## src/rtl/instr_fetch.sv

```systemverilog
// Instruction fetch stage: issues one-cycle-latency memory reads, buffers
// {instr,pc} in a 2-entry FIFO, and handles redirect, halt and flush.
//
// state  | meaning
// FETCH  | issuing requests while buffer space allows
// HALTED | halt opcode accepted downstream; idle until redirect or reset
module instr_fetch #(
  parameter logic [31:0] RESET_PC    = 32'h00000000,
  parameter logic [3:0]  HALT_OPCODE = 4'b1111
) (
  input  logic        clk,
  input  logic        rst_n,
  output logic        imem_req,
  output logic [31:0] imem_addr,
  input  logic [31:0] imem_rdata,
  input  logic        redirect,
  input  logic [31:0] redirect_pc,
  output logic        out_valid,
  input  logic        out_ready,
  output logic [31:0] out_instr,
  output logic [3:0]  out_opcode,
  output logic [31:0] out_pc
);

  typedef enum logic {FETCH, HALTED} stateT;

  stateT       state, nextState;
  logic [31:0] pc;
  logic [31:0] fifoInstr [2];
  logic [31:0] fifoPc [2];
  logic        rdPtr, wrPtr;
  logic [1:0]  count;
  logic        inflight;
  logic [31:0] inflightPc;
  logic        drop;

  logic        outValid, pop, haltPop, flush, issue, push;
  logic [2:0]  occupancy;

  assign outValid  = (count != 2'd0);
  assign pop       = outValid & out_ready;
  assign haltPop   = pop && (fifoInstr[rdPtr][31:28] == HALT_OPCODE);
  assign flush     = redirect | haltPop;
  assign occupancy = {1'b0, count} + {2'b00, inflight} - {2'b00, pop};
  // rst_n gate keeps the request low while reset is held
  assign issue     = rst_n && (state == FETCH) && !redirect && (occupancy < 3'd2);
  assign push      = inflight && !drop && !flush;

  assign imem_req   = issue;
  assign imem_addr  = pc;
  assign out_valid  = outValid;
  assign out_instr  = fifoInstr[rdPtr];
  assign out_opcode = fifoInstr[rdPtr][31:28];
  assign out_pc     = fifoPc[rdPtr];

  always_comb begin
    nextState = state;
    if (redirect)     nextState = FETCH;
    else if (haltPop) nextState = HALTED;
  end

  always_ff @(posedge clk or negedge rst_n) begin
    if (!rst_n) begin
      state      <= FETCH;
      pc         <= RESET_PC;
      inflight   <= 1'b0;
      inflightPc <= 32'h0;
      drop       <= 1'b0;
    end else begin
      state    <= nextState;
      inflight <= issue;
      drop     <= flush;
      if (issue) inflightPc <= pc;
      if (redirect)   pc <= redirect_pc;
      else if (issue) pc <= pc + 32'd4;
    end
  end

  always_ff @(posedge clk or negedge rst_n) begin
    if (!rst_n) begin
      for (int i = 0; i < 2; i++) begin
        fifoInstr[i] <= 32'h0;
        fifoPc[i]    <= 32'h0;
      end
      rdPtr <= 1'b0;
      wrPtr <= 1'b0;
      count <= 2'd0;
    end else if (flush) begin
      rdPtr <= 1'b0;
      wrPtr <= 1'b0;
      count <= 2'd0;
    end else begin
      if (push) begin
        fifoInstr[wrPtr] <= imem_rdata;
        fifoPc[wrPtr]    <= inflightPc;
        wrPtr            <= ~wrPtr;
      end
      if (pop) rdPtr <= ~rdPtr;
      case ({push, pop})
        2'b10:   count <= count + 2'd1;
        2'b01:   count <= count - 2'd1;
        default: count <= count;
      endcase
    end
  end

  // The issue rule bounds count + inflight at 2, so this should never fire
  fifoNoOverflow: assert property (@(posedge clk) disable iff (!rst_n)
    !(push && !pop && (count == 2'd2)));

endmodule

```

## config.mk

```make
export PLATFORM = sky130hd
export DESIGN_NAME = instr_fetch
export DESIGN_NICKNAME = d
export VERILOG_FILES = /design/src/rtl/instr_fetch.sv
export SDC_FILE = /design/constraint.sdc
export NUM_CORES = 1
export LEC_CHECK = 0
export CORE_MARGIN = 1
export CORE_UTILIZATION = 52
export CTS_CLUSTER_SIZE = 20
export DETAILED_ROUTE_END_ITERATION = 16
export GPL_TIMING_DRIVEN = 0
export PLACE_DENSITY = 0.86
export SETUP_SLACK_MARGIN = 0.3
export SLEW_MARGIN = 40
export SYNTH_ARGS = -nofsm -noshare
export SYNTH_HDL_FRONTEND = slang
export SYNTH_SLANG_ARGS = --single-unit
```

## constraint.sdc

```tcl
create_clock -name clk -period 4.04 [get_ports clk]
set_clock_uncertainty 0.15 [all_clocks]
set_input_delay 0.808 -clock clk [delete_from_list [all_inputs] [get_ports clk]]
set_output_delay 0.808 -clock clk [all_outputs]
set_load 0.02 [all_outputs]
```

==> impl_metrics.env <==
export IMPL_use_met3=0.0529
export IMPL_grt_overflow_total=0
export IMPL_p_switching_mw=1.88
export IMPL_die_area_um2=17800
export IMPL_result_of_the_run="finished clean"
export IMPL_grt_setup_unrepaired="true"
export IMPL_ys_seq_elements=199
export IMPL_die_height_um=133
export IMPL_cpMostUsedCell="sky130_fd_sc_hd__buf_8"
export IMPL_groute_layer_met1_usage=0.345
export IMPL_grt_first_pass_wirelength_um=35700
export IMPL_synth_async_sr_flop_share=1.00
export IMPL_clock_tree_root_cell="sky130_fd_sc_hd__clkbuf_16"
export IMPL_timing_hold_violations_final=0
export IMPL_grt_util_all_layers=0.261
export IMPL_worst_path_max_fanout=11
export IMPL_synth_yosys_warnings=0
export IMPL_leakage_nw=5.18
export IMPL_power_share_switching=0.302
export IMPL_htree_num_levels=4
export IMPL_placed_cells_incl_taps=1122
export IMPL_post_layout_net_count=999
export IMPL_startpoint_type="flop"
export IMPL_clk_transition_reported_paths_ns=0.08
export IMPL_cp_num_buf_inv=4
export IMPL_yosys_cell_count_top_type="sky130_fd_sc_hd__dfrtp_1"
export IMPL_grt_start_max_net_pins=54
export IMPL_worst_slew_pin_slew_ns=0.726
export IMPL_drv_cap=0
export IMPL_tritoncts="yes"
export IMPL_ys_types=48
export IMPL_timing_critical_path_slowest_stage_cell="sky130_fd_sc_hd__fa_1"
export IMPL_timing_hold_ws_ns=0.0779
export IMPL_filler_cell_count=1180
export IMPL_synth_nets=802
export IMPL_core_area_um2=16700
export IMPL_start_util=0.537
export IMPL_postCtsHoldBufs=0
export IMPL_worstSkewPairLatency_ns=0.44
export IMPL_layout_min_cycle_time_ns=3.80
export IMPL_worst_reg2reg_startpoint="count[0]"
export IMPL_power_per_cell_area_nw_per_um2=530
export IMPL_routed_via_count=6651
export IMPL_port_buffer_count=168
export IMPL_post_synth_top_area_cell="sky130_fd_sc_hd__dfrtp_1"
export IMPL_final_cells=1162
export IMPL_worst_ir_drop_vdd_v=0.000349
export IMPL_regToRegSetupSlack_ns=0.50
export IMPL_power_frac_clock=0.290
export IMPL_timing_final_crit_share=0.941
export IMPL_antenna_cells_inserted=0
export IMPL_ys_top_cells_by_count="199 x sky130_fd_sc_hd__dfrtp_1, 189 x sky130_fd_sc_hd__mux2_2, 125 x sky130_fd_sc_hd__nand2_1"
export IMPL_holdCritPathClass="in -> async"
export IMPL_worstRegToRegCells=12
export IMPL_syn_to_final_growth_pct=31.5
export IMPL_timing_critical_path_max_delay_family="simple AND/OR/NAND/NOR gates"
export IMPL_netlist_top_cells_area="sky130_fd_sc_hd__dfrtp_1 56%, sky130_fd_sc_hd__mux2_2 24%, sky130_fd_sc_hd__nand2_1 5.2%, sky130_fd_sc_hd__buf_4 1.3%, sky130_fd_sc_hd__o21ai_0 1.3%"
export IMPL_avgSynthCellArea_um2=12.3
export IMPL_wire_per_inst_um=19.2
export IMPL_synthesis_area_um2=8970
export IMPL_maxSlewViolCount=0
export IMPL_timing_rr_end="inflightPc[19]"
export IMPL_numClockSinks=199
export IMPL_number_of_flops_mapped_to_enable_cells_by_yosys=0
export IMPL_dieWidth_um=133
export IMPL_finalSetupViolCount=0
export IMPL_fmax_ghz=0.263
export IMPL_fin_util=0.706
export IMPL_max_slew_margin=0.516
export IMPL_slowest_delay_ns=0.53
export IMPL_timing_setup_critical_path_class="reg -> out"
export IMPL_core_rowCount=47
export IMPL_ant_nets=0
export IMPL_detail_route_iter0_violations=393
export IMPL_crit_chain="or2_2, nand2_1, nor2_1, fa_1, nor4bb_4, nand2_2, clkinv_4, buf_8, buf_8, buf_4"
export IMPL_seq_power_share=0.427
export IMPL_synth_top_area_share=0.555
export IMPL_critPathArrivalTime_ns=2.84
export IMPL_grt_antenna_before_repair=0
export IMPL_comb_power_share=0.283
export IMPL_internal_power_mw=4.36
export IMPL_ios=170
export IMPL_worstPathRequired_ns=3.08
export IMPL_crit_path_end_kind="output port"
export IMPL_cts_max_path_buffers=2
export IMPL_gr_usage_met2=0.428
export IMPL_layout_drive_gt1_share=0.279
export IMPL_post_drt_via_cell_ratio=5.72
export IMPL_drt_drc_violations_left=0
export IMPL_finalWeightedCongestion=0.922
export IMPL_hpwlAfterDp_um=15000
export IMPL_post_synthesis_instance_total=732
export IMPL_yosysSeqAreaShare=0.555
export IMPL_clock_buffers_created_by_tritoncts=17
export IMPL_busiest_layer="met2"
export IMPL_grt_pass1_vias=6791
export IMPL_drt_first_pass_iters=5
export IMPL_wirelength_um=22400
export IMPL_synth_ff_type="sky130_fd_sc_hd__dfrtp_1"
export IMPL_timing_critical_path_from="count[0]"
placed cells by master (no fill, tap or decap), types with 4 or more instances in the layout:
| master | synthesis | final |
|---|---|---|
| sky130_fd_sc_hd__nand2_1 | 125 | 124 |
| sky130_fd_sc_hd__a21oi_1 | 5 | 5 |
| sky130_fd_sc_hd__o21ai_0 | 23 | 23 |
| sky130_fd_sc_hd__o311ai_0 | 11 | 11 |
| sky130_fd_sc_hd__buf_4 | 16 | 23 |
| sky130_fd_sc_hd__a22oi_1 | 6 | 6 |
| sky130_fd_sc_hd__nor2_1 | 15 | 15 |
| sky130_fd_sc_hd__clkbuf_16 | 0 | 17 |
| sky130_fd_sc_hd__mux2_2 | 189 | 189 |
| sky130_fd_sc_hd__o211ai_1 | 12 | 12 |
| sky130_fd_sc_hd__clkbuf_1 | 25 | 23 |
| sky130_fd_sc_hd__xnor2_1 | 4 | 4 |
| sky130_fd_sc_hd__and4_1 | 7 | 7 |
| sky130_fd_sc_hd__nand4_1 | 4 | 4 |
| sky130_fd_sc_hd__dfrtp_1 | 199 | 198 |
| sky130_fd_sc_hd__and3_1 | 5 | 5 |
| sky130_fd_sc_hd__clkdlybuf4s50_1 | 0 | 166 |
| sky130_fd_sc_hd__nand3b_1 | 4 | 4 |
| sky130_fd_sc_hd__or4_1 | 7 | 7 |
| sky130_fd_sc_hd__clkinv_4 | 0 | 5 |
| sky130_fd_sc_hd__nor2b_1 | 4 | 4 |
| sky130_fd_sc_hd__mux2_1 | 5 | 5 |
| sky130_fd_sc_hd__nand3_1 | 17 | 17 |
| sky130_fd_sc_hd__inv_1 | 6 | 6 |
through the flow:
step / setup TNS [ns] / setup slack (ns) / power [mW] / area, µm²
after global placement: -1606.88 / -7.50 / 4.38 / 10900
final: 0 / 0.238 / 6.25 / 11800
after floorplan: 0 / 0.342 / 3.61 / 8970
after detailed placement: -7.10 / -1.36 / 4.44 / 11000
after CTS: 0 / 0.101 / 6.27 / 11700
after global routing: 0 / 0.150 / 6.51 / 11800
logic make-up after synthesis:
family,count (synthesis),share of synthesized area
compound gates,69,0.0525
flops,199,0.555
buf+inv,53,0.0290
simple gates,208,0.109
xor+xnor,6,0.00586
mux,195,0.245
fa+ha+maj,2,0.00363
state kept, by name (all words and copies together), names as in the netlist:
register    flops
count           2
drop            1
fifoInstr      64
fifoPc         64
imem_addr      32
inflight        1
inflightPc     32
rdPtr           1
state           1
wrPtr           1
metal layers:
metal  share of wire  routed length (µm)  vias to the layer above
li1                -                   -                     2997
met1            0.43                9530                     3301
met2            0.49               10900                      319
met3           0.070                1560                       34
met4           0.018                 413                        0
met5               0                   0                        -
worst max-delay path by stage:
stage,endpoint,slack [ns],cells after the start
2_1_floorplan,imem_req,0.34,9
3_3_place_gp,imem_req,-7.50,7
3_5_place_dp,imem_req,-1.36,9
4_1_cts,imem_req,0.10,10
5_1_grt,imem_req,0.15,10
6_report,imem_req,0.24,10
power groups by stage:
stage	clock network, mW	registers, mW	logic (mW)
floorplan	0	2.65	0.959
global placement	0	2.67	1.71
detailed placement	0	2.69	1.75
CTS	1.83	2.66	1.78
global route	1.90	2.72	1.88
finish	1.81	2.67	1.77
final cells by class:
type                       count  area (µm²)  share of cell area
multi-input combinational    480        3740               0.318
buffer                        46         262              0.0222
clock buffer                  17         425              0.0361
timing repair buffer         178        1850               0.157
inverter                       7        31.3             0.00265
clock inverter                15         214              0.0182
sequential                   199        4980               0.423
tap                          220         275              0.0234
timing repair:
item,in CTS,in global routing
endpoints found under the hold margin,0,0
setup buffers,0,6
gates resized for setup,18,5
cloned,2,0
setup endpoints to repair,73,2
Note: power is estimated with default switching activity, not from simulation.
